<file path="src/rtl/key_code_if.sv">
// Key-code bus between the front-panel encoder (master) and the parameter-step logic (slave).
// Carries the raw key state and repeat enables in, and the one-hot code pulse and lock flag out.
interface key_code_if;
    logic [15:0] key_vec;
    logic [15:0] repeat_mask;
    logic [15:0] data_out;
    logic        data_valid;
    logic        lock_err;

    modport master (
        input  key_vec,
        input  repeat_mask,
        output data_out,
        output data_valid,
        output lock_err
    );

    modport slave (
        output key_vec,
        output repeat_mask,
        input  data_out,
        input  data_valid,
        input  lock_err
    );
endinterface

</file>
<file path="src/rtl/key_code_encoder.sv">
// Debounced single-key encoder with per-key auto-repeat; emits one-tick one-hot row/col codes.
// Latency: first emit DEB_TICKS ticks after the first sample; no backpressure, consumer must take every pulse.
module key_code_encoder #(
    parameter int DEB_TICKS     = 1,
    parameter int REPEAT_DELAY  = 5,
    parameter int REPEAT_PERIOD = 1
) (
    input  logic       clk_5Hz,
    input  logic       rst_n,
    key_code_if.master kc
);

    typedef enum logic [2:0] {
        S_IDLE    = 3'd0,
        S_CONFIRM = 3'd1,
        S_HOLD    = 3'd2,
        S_REPEAT  = 3'd3,
        S_LOCK    = 3'd4
    } state_t;

    localparam logic [3:0] DEB_LAST    = 4'(DEB_TICKS);
    localparam logic [3:0] DELAY_LAST  = 4'(REPEAT_DELAY - 1);
    localparam logic [3:0] PERIOD_LAST = 4'(REPEAT_PERIOD - 1);

    state_t      state_q, state_d;
    logic [3:0]  cnt_q, cnt_d;
    logic [3:0]  idx_q, idx_d;
    logic [3:0]  in_idx;
    logic [3:0]  cnt_inc;
    logic        is_zero, is_single, same_key, emit;
    logic [15:0] code;

    assign is_zero   = (kc.key_vec == 16'h0000);
    assign is_single = !is_zero && ((kc.key_vec & (kc.key_vec - 16'd1)) == 16'h0000);
    assign same_key  = (kc.key_vec == (16'h0001 << idx_q));
    assign cnt_inc   = (cnt_q == 4'hF) ? cnt_q : cnt_q + 4'd1;
    assign code      = {8'h00, 4'b0001 << idx_q[3:2], 4'b0001 << idx_q[1:0]};

    // Only meaningful when is_single; picks the lone set bit.
    always_comb begin
        in_idx = 4'd0;
        for (int i = 0; i < 16; i++) begin
            if (kc.key_vec[i]) in_idx = 4'(i);
        end
    end

    always_comb begin
        state_d = state_q;
        cnt_d   = cnt_q;
        idx_d   = idx_q;
        emit    = 1'b0;
        unique case (state_q)
            S_IDLE: begin
                if (is_single) begin
                    idx_d   = in_idx;
                    cnt_d   = 4'd1;
                    state_d = S_CONFIRM;
                end else if (!is_zero) begin
                    state_d = S_LOCK;
                end
            end
            S_CONFIRM: begin
                if (same_key) begin
                    if (cnt_q == DEB_LAST) begin
                        emit    = 1'b1;
                        cnt_d   = 4'd0;
                        state_d = S_HOLD;
                    end else begin
                        cnt_d = cnt_inc;
                    end
                end else if (is_zero) begin
                    cnt_d   = 4'd0;
                    state_d = S_IDLE;
                end else if (is_single) begin
                    idx_d = in_idx;
                    cnt_d = 4'd1;
                end else begin
                    cnt_d   = 4'd0;
                    state_d = S_LOCK;
                end
            end
            S_HOLD, S_REPEAT: begin
                if (same_key) begin
                    // Cleared mask freezes the counter: no emits until release.
                    if (kc.repeat_mask[idx_q]) begin
                        if (cnt_q == ((state_q == S_HOLD) ? DELAY_LAST : PERIOD_LAST)) begin
                            emit    = 1'b1;
                            cnt_d   = 4'd0;
                            state_d = S_REPEAT;
                        end else begin
                            cnt_d = cnt_inc;
                        end
                    end
                end else if (is_zero) begin
                    cnt_d   = 4'd0;
                    state_d = S_IDLE;
                end else begin
                    cnt_d   = 4'd0;
                    state_d = S_LOCK;
                end
            end
            S_LOCK: begin
                if (is_zero) state_d = S_IDLE;
            end
            default: begin
                cnt_d   = 4'd0;
                state_d = S_IDLE;
            end
        endcase
    end

    always_ff @(posedge clk_5Hz or negedge rst_n) begin
        if (!rst_n) begin
            state_q       <= S_IDLE;
            cnt_q         <= 4'd0;
            idx_q         <= 4'd0;
            kc.data_out   <= 16'h0000;
            kc.data_valid <= 1'b0;
        end else begin
            state_q       <= state_d;
            cnt_q         <= cnt_d;
            idx_q         <= idx_d;
            kc.data_out   <= emit ? code : 16'h0000;
            kc.data_valid <= emit;
        end
    end

    assign kc.lock_err = (state_q == S_LOCK);

endmodule

</file>
<file path="src/flat_wrapper.sv">
// flat-port wrapper written by rule: the top's interface ports become plain ports
module key_code_encoder_flat 
#(
    parameter int DEB_TICKS     = 1,
    parameter int REPEAT_DELAY  = 5,
    parameter int REPEAT_PERIOD = 1
)
  (clk_5Hz, rst_n, kc_key_vec, kc_repeat_mask, kc_data_out, kc_data_valid, kc_lock_err);
  key_code_if kc_i ();
  input  logic clk_5Hz;
  input  logic rst_n;
  input wire logic [$bits(kc_i.key_vec)-1:0] kc_key_vec;
  input wire logic [$bits(kc_i.repeat_mask)-1:0] kc_repeat_mask;
  output wire logic [$bits(kc_i.data_out)-1:0] kc_data_out;
  output wire logic [$bits(kc_i.data_valid)-1:0] kc_data_valid;
  output wire logic [$bits(kc_i.lock_err)-1:0] kc_lock_err;
  assign kc_i.key_vec = kc_key_vec;
  assign kc_i.repeat_mask = kc_repeat_mask;
  assign kc_data_out = kc_i.data_out;
  assign kc_data_valid = kc_i.data_valid;
  assign kc_lock_err = kc_i.lock_err;
  key_code_encoder #(.DEB_TICKS(DEB_TICKS), .REPEAT_DELAY(REPEAT_DELAY), .REPEAT_PERIOD(REPEAT_PERIOD)) u_core (.clk_5Hz(clk_5Hz), .rst_n(rst_n), .kc(kc_i));
endmodule
</file>
<file path="config.mk">
export PLATFORM = sky130hd
export DESIGN_NAME = key_code_encoder_flat
export DESIGN_NICKNAME = d
export VERILOG_FILES = /design/src/rtl/key_code_if.sv /design/src/rtl/key_code_encoder.sv /design/src/flat_wrapper.sv
export SDC_FILE = /design/constraint.sdc
export NUM_CORES = 1
export LEC_CHECK = 0
export ABC_CLOCK_PERIOD_IN_PS = 3800
export CAP_MARGIN = 5
export CELL_PAD_IN_SITES_DETAIL_PLACEMENT = 1
export CELL_PAD_IN_SITES_GLOBAL_PLACEMENT = 1
export CORE_MARGIN = 3
export CORE_UTILIZATION = 47
export CTS_CLUSTER_SIZE = 30
export DETAILED_ROUTE_END_ITERATION = 7
export DONT_BUFFER_PORTS = 1
export GPL_TIMING_DRIVEN = 0
export PLACE_DENSITY_LB_ADDON = 0.1
export SKIP_LAST_GASP = 1
export SYNTH_ARGS = -nofsm -noshare
export SYNTH_HDL_FRONTEND = slang
export SYNTH_SLANG_ARGS = --single-unit
</file>
<file path="constraint.sdc">
create_clock -name clk_5Hz -period 3.8 [get_ports clk_5Hz]
set_clock_uncertainty 0.1 [all_clocks]
set_input_delay 0.76 -clock clk_5Hz [delete_from_list [all_inputs] [get_ports clk_5Hz]]
set_output_delay 0.76 -clock clk_5Hz [all_outputs]
set_load 0.01 [all_outputs]
</file>
==> key figures, run 1 <==
Status
  – Status: complete, no violations

STA
  – Minimum clock period: 3610 ps
  – RSZ-0062 raised after global routing: no
  – Hold WS: 77.4 ps
  – Setup_tns: 0 ps
  – Final setup fails: 0
  – Max Clk Rate: 277 MHz
  – Slew HR: 53.6%
  – Final hold vios: 0
  – Worst Tran Pin Value: 691 ps
  – Slew Viols, Final: 0
  – Fin crit share: 95.1%

Floorplan
  – Core area: 0.00441 mm²
  – Placement Rows: 24
  – Die W: 73.9 µm
  – Die area: 0.00546 mm²
  – Die height: 73.9 µm
  – Initial Util: 49.0%
  – Top Ports: 52

Setup path
  – Top delay family on crit path: compound AO/OA/AOI/OAI gates
  – Crit path DAT: 3670 ps
  – Depth of the worst register-to-register path: 10
  – Critical path, cell by cell: buf_2 -> nor4_2 -> a31oi_1 -> a2111oi_4 -> o2111ai_2 -> or4_4 -> a211o_4 -> mux2_4
  – Worst setup path class: in -> reg
  – CP Launch Type: input port
  – CP max stage cell: nor4_2
  – Slowest stage delay, CP: 610 ps
  – Worst R2R Setup Slack: 300 ps
  – CP endpoint kind: flip-flop
  – RR Endpoint: u_core.kc.data_out[5]
  – FF-to-FF Start: u_core.idx_q[1]
  – CP bufs+invs: 1
  – Crit path max fanout: 9
  – Critical Path RT: 3850 ps

Clock tree
  – Clk Latency, worst-skew pair: 270 ps
  – Post-cts resize count: 0
  – Num CTS Buffers: 3
  – Clock sinks: 20
  – CTS root buffer: clkbuf_8
  – CTS tree: built
  – Clock buffer depth: 2
  – Clk slew on worst S/H paths: 80 ps
  – CTS Hold Bufs: 0
  – Htree depth: 1
  – Postcts setup bufs: 0

Hold path
  – Worst Hold Class: in -> async

Global routing
  – Vias in the first global route: 2067
  – Antenna violations before repair: 0
  – GR Util All Layers: 23.3%
  – Largest net degree at the start of global routing: 21
  – First-pass GRT wire length: 10100 µm
  – GRT overflow: 0

Power
  – PwrDens: 213 mW/mm²
  – Final Power: 0.495 mW
  – Worst vdd rail ir drop: 170 µV
  – Leak pwr: 0.867 nW

Synth
  – Cells after Synth: 271
  – EDFF count, synth: 0
  – YS warnings: 0
  – Flops & latches, synth: 20
  – Yosys cell types: 60
  – Post-synthesis async set-or-reset flop share: 100%
  – Syn Area/Cell: 7.99 µm²
  – Sequential area share after synthesis: 23.1%
  – Synthesized area: 0.00216 mm²
  – Ys flop type: dfrtp_1

Route
  – Vias per inst: 6.42
  – Drt first pass iters: 4
  – Routed vias: 2145
  – DR DRC count: 0
  – Wirelength, routed: 6190 µm
  – DR WL/cell: 18.5 µm
  – Final ANT Viol Nets: 0
  – Iteration-0 DRC Markers: 106

Cells and area
  – Synthesis-to-layout area growth: 7.51%
  – Layout cells sized above 1: 13.5%
  – Commonest cells after routing, fill and taps aside: nor2_1 (31), o21ai_0 (20), dfrtp_1 (20)
  – Nets: 320
  – Commonest non-fill, non-tap cell in the layout: nor2_1
  – Diode count: 0

Place
  – Buffers on Ports: 0
  – Dpl hpwl: 4790 µm
  – Routability congestion estimate: 0.864

Job
  – Max cap viols: 0
registers in the layout, summed over array words and instances, names as in the netlist:
signal,flops
u_core.cnt_q,4
u_core.state_q,3
u_core.kc.data_valid,1
u_core.kc.data_out,8
u_core.idx_q,4
kinds of logic after synthesis:
kind of cell / synth area share (%)
and+or+nand+nor: 35.2
AOI/OAI and AO/OA: 21.7
buffers and inverters: 8.55
DFF: 23.1
muxes: 8.61
adders and majority gates: 2.20
other: 0.173
xor gates and xnor gates: 0.405
report_power, final:
group / internal [mW] / switching (mW)
sequential: 0.213 / 0.0000134
combinational: 0.0273 / 0.0363
clock: 0.141 / 0.0775
cells in the mapped netlist (all sizes together) (3+ instances only):
| cell type | number | share of area, % |
|---|---|---|
| a21oi | 8 | 1.8 |
| a2bb2oi | 3 | 1.2 |
| buf | 14 | 4.6 |
| clkbuf | 14 | 2.4 |
| dfrtp | 20 | 23 |
| ha | 3 | 1.7 |
| inv | 9 | 1.6 |
| mux2 | 4 | 2.6 |
| mux2i | 4 | 1.8 |
| mux4 | 4 | 4.2 |
| nand2 | 18 | 3.1 |
| nand2b | 10 | 2.9 |
| nand3 | 9 | 2.1 |
| nor2 | 31 | 5.4 |
| nor2b | 8 | 2.3 |
| nor3 | 18 | 4.2 |
| nor3b | 4 | 1.4 |
| nor4 | 7 | 3.0 |
| nor4bb | 3 | 1.4 |
| o2111ai | 4 | 1.9 |
| o21ai | 20 | 4.6 |
| o31ai | 6 | 2.1 |
| or3 | 5 | 1.4 |
| or4 | 8 | 3.1 |
| or4b | 3 | 1.4 |
cell type report:
| class | instances | area, µm² |
|---|---|---|
| clock buffers | 3 | 41.3 |
| inverters | 9 | 33.8 |
| fillers | 558 | 2090 |
| plain buffers | 28 | 151 |
| flip-flops and latches | 20 | 500 |
| multi-input cells | 221 | 1510 |
| clock inverters | 1 | 30.0 |
| well taps | 52 | 65.1 |
layer usage:
layer | share of wire (%) | GRT usage [%] | routed length [µm]
met4 | 1.5 | 6.04 | 93
met2 | 46 | 38.9 | 2850
met3 | 5.2 | 2.87 | 322
met1 | 47 | 31.6 | 2920
met5 | 0 | 0 | 0
per-stage QoR:
stage	cells	util, %	area [µm²]	worst slack, ps
after CTS	334	52.7	2330	180
after global placement	330	51.1	2260	-43.6
final	334	52.7	2330	188
after detailed placement	330	51.1	2260	-91.6
after global routing	334	52.7	2330	38.5
after floorplan	278	-	2190	197
worst max path at each step:
stage | start | to | slack (ps) | cells after the start
floorplan | kc_key_vec[9] | u_core.idx_q[1] | 200 | 8
detailed placement | kc_key_vec[5] | u_core.idx_q[2] | -90 | 8
CTS | kc_key_vec[5] | u_core.idx_q[2] | 180 | 8
finish | kc_key_vec[5] | u_core.idx_q[1] | 190 | 8
global placement | kc_key_vec[5] | u_core.idx_q[2] | -40 | 8
global route | kc_key_vec[1] | u_core.idx_q[1] | 40 | 8
(Power assumes the default switching activity.)
==> inputs of run 2 (changes only) <==
Settings changed: ABC_CLOCK_PERIOD_IN_PS 3800 to 3300, CORE_UTILIZATION 47 to 42, PLACE_DENSITY from default to 0.78, PLACE_DENSITY_LB_ADDON 0.1 to default, SKIP_CTS_REPAIR_TIMING from default to 1.
Clock period 3.8 ns to 3.3 ns, I/O delays scaled along.
==> run 2 against run 1 <==
  * Via count decreased by 1.4%
  * Die area up 11%
  * Global-route usage down 2.0 points
  * Sequential cell count stayed put
  * Hold slack better by 390 ps
==> key figures, run 2 (synthesis gave the netlist of run 1 again) <==
STA
  – Worst Tran Pin Value: 928 ps
  – Final setup fails: 0
  – Slew Viols, Final: 0
  – Fin crit share: 97.8%
  – Max Clk Rate: 310 MHz
  – Slew HR: 37.9%
  – Hold WS: 469 ps
  – Setup WS post-layout: 71.1 ps
  – Minimum clock period: 3230 ps
  – Final hold vios: 0

Hold path
  – Worst Hold Class: reg -> reg

Route
  – Drt first pass iters: 4
  – Wirelength, routed: 6320 µm
  – DR WL/cell: 17.8 µm
  – DR DRC count: 0
  – Final ANT Viol Nets: 0
  – Routed vias: 2116
  – Iteration-0 DRC Markers: 125
  – Vias per inst: 5.96

Setup path
  – Critical Path RT: 3340 ps
  – Crit path DAT: 3270 ps
  – Worst setup path class: in -> reg
  – Crit path max fanout: 10
  – CP endpoint kind: flip-flop
  – CP Launch Type: input port

Cells and area
  – Commonest non-fill, non-tap cell in the layout: nor2_1
  – Max reg flops: 8
  – Post-route cell area: 0.00242 mm²
  – Synthesis-to-layout area growth: 11.8%
  – Fillers: 612
  – Reg with most FFs: u_core.kc.data_out
  – Biggest regs: u_core.kc.data_out (8), u_core.cnt_q (4), u_core.idx_q (4)
  – Layout cells sized above 1: 17.4%
  – Commonest cells after routing, fill and taps aside: nor2_1 (31), dfrtp_1 (20), o21ai_0 (19)
  – Nets: 326
  – Post-layout util: 49.9%
  – Diode count: 0

Clock tree
  – Clock sinks: 20
  – Num CTS Buffers: 3
  – Clk Latency, worst-skew pair: 260 ps
  – Clock buffer depth: 2
  – CTS tree: built
  – Clk slew on worst S/H paths: 80 ps
  – CTS root buffer: clkbuf_8
  – Htree depth: 1

Floorplan
  – Die area: 0.00605 mm²
  – Core area: 0.00485 mm²
  – Placement Rows: 25
  – Die W: 77.8 µm
  – Initial Util: 44.6%
  – Die height: 77.8 µm
  – Top Ports: 52

Place
  – Routability congestion estimate: 0.786
  – Place WS: -460 ps
  – Cell Area, Placed: 0.00228 mm²
  – Dpl hpwl: 4840 µm
  – Buffers on Ports: 0

Global routing
  – Antenna violations before repair: 0
  – GRT overflow: 0
  – Vias in the first global route: 2155
  – First-pass GRT wire length: 10700 µm
  – Largest net degree at the start of global routing: 21
  – GR Util All Layers: 21.3%

Power
  – Worst vdd rail ir drop: 154 µV
  – Leak pwr: 0.916 nW
  – Final Power: 0.518 mW
  – PwrDens: 214 mW/mm²

Status
  – Status: complete, no violations

Job
  – Max cap viols: 0
-- run 2: cell count changes in the layout (fill, tap and decap cells not counted), sizes merged --
cell         delta
bufinv          -1
buf             +5
clkbuf          +1
dlygate4sd3     +1
-- run 2: final timing paths --
check / from / end / slack (ps) / cells past startpoint
min reg2reg: u_core.cnt_q[1] / u_core.cnt_q[1] / 470 / 2
max: kc_key_vec[9] / u_core.idx_q[1] / 70 / 8
min in group asynchronous: rst_n / u_core.kc.data_out[3] / 890 / 1
max reg2reg: u_core.idx_q[3] / u_core.kc.data_out[5] / 250 / 8
min: u_core.cnt_q[1] / u_core.cnt_q[1] / 470 / 2
max in group asynchronous: rst_n / u_core.kc.data_out[7] / 1650 / 1
-- run 2: area by class of cell --
cell class                      count  area, µm²  area share (%)
Multi-Input combinational cell    221       1520            62.9
Timing Repair Buffer                7       55.1            2.28
Clock buffer                        4       55.1            2.28
Inverter                            9       33.8            1.40
Buffer                             27        170            7.03
Sequential cell                    20        500            20.7
Tap cell                           67       83.8            3.46
-- run 2: report_power, final --
group,total (mW),internal (mW),switching (mW)
Clock,0.190,0.106,0.0834
Combinational,0.0837,0.0365,0.0472
Sequential,0.245,0.245,0.0000122
-- run 2: layer usage --
metal  part of all wire, %  wire length, µm  track usage [%]  vias to the layer above
met5                     0                0                0                        -
met3                   3.8              240             2.67                        6
met1                    48             3020             29.6                     1023
li1                      -                -                -                     1031
met2                    48             3010             35.5                       56
met4                  0.71               45             4.09                        0
-- run 2: per-stage QoR --
| step | TNS, ps | cells |
|---|---|---|
| final | 0 | 355 |
| after floorplan | -587 | 278 |
| after global placement | -2310 | 345 |
| after global routing | -17.7 | 355 |
| after CTS | -1600 | 349 |
| after detailed placement | -2880 | 345 |
-- run 2: worst max-delay path: stages --
cell,delay [ps]
buf_6,120
or4_4,540
o31a_1,290
a2111oi_4,310
o2111ai_2,190
or4_4,530
a211o_4,330
mux2_4,310
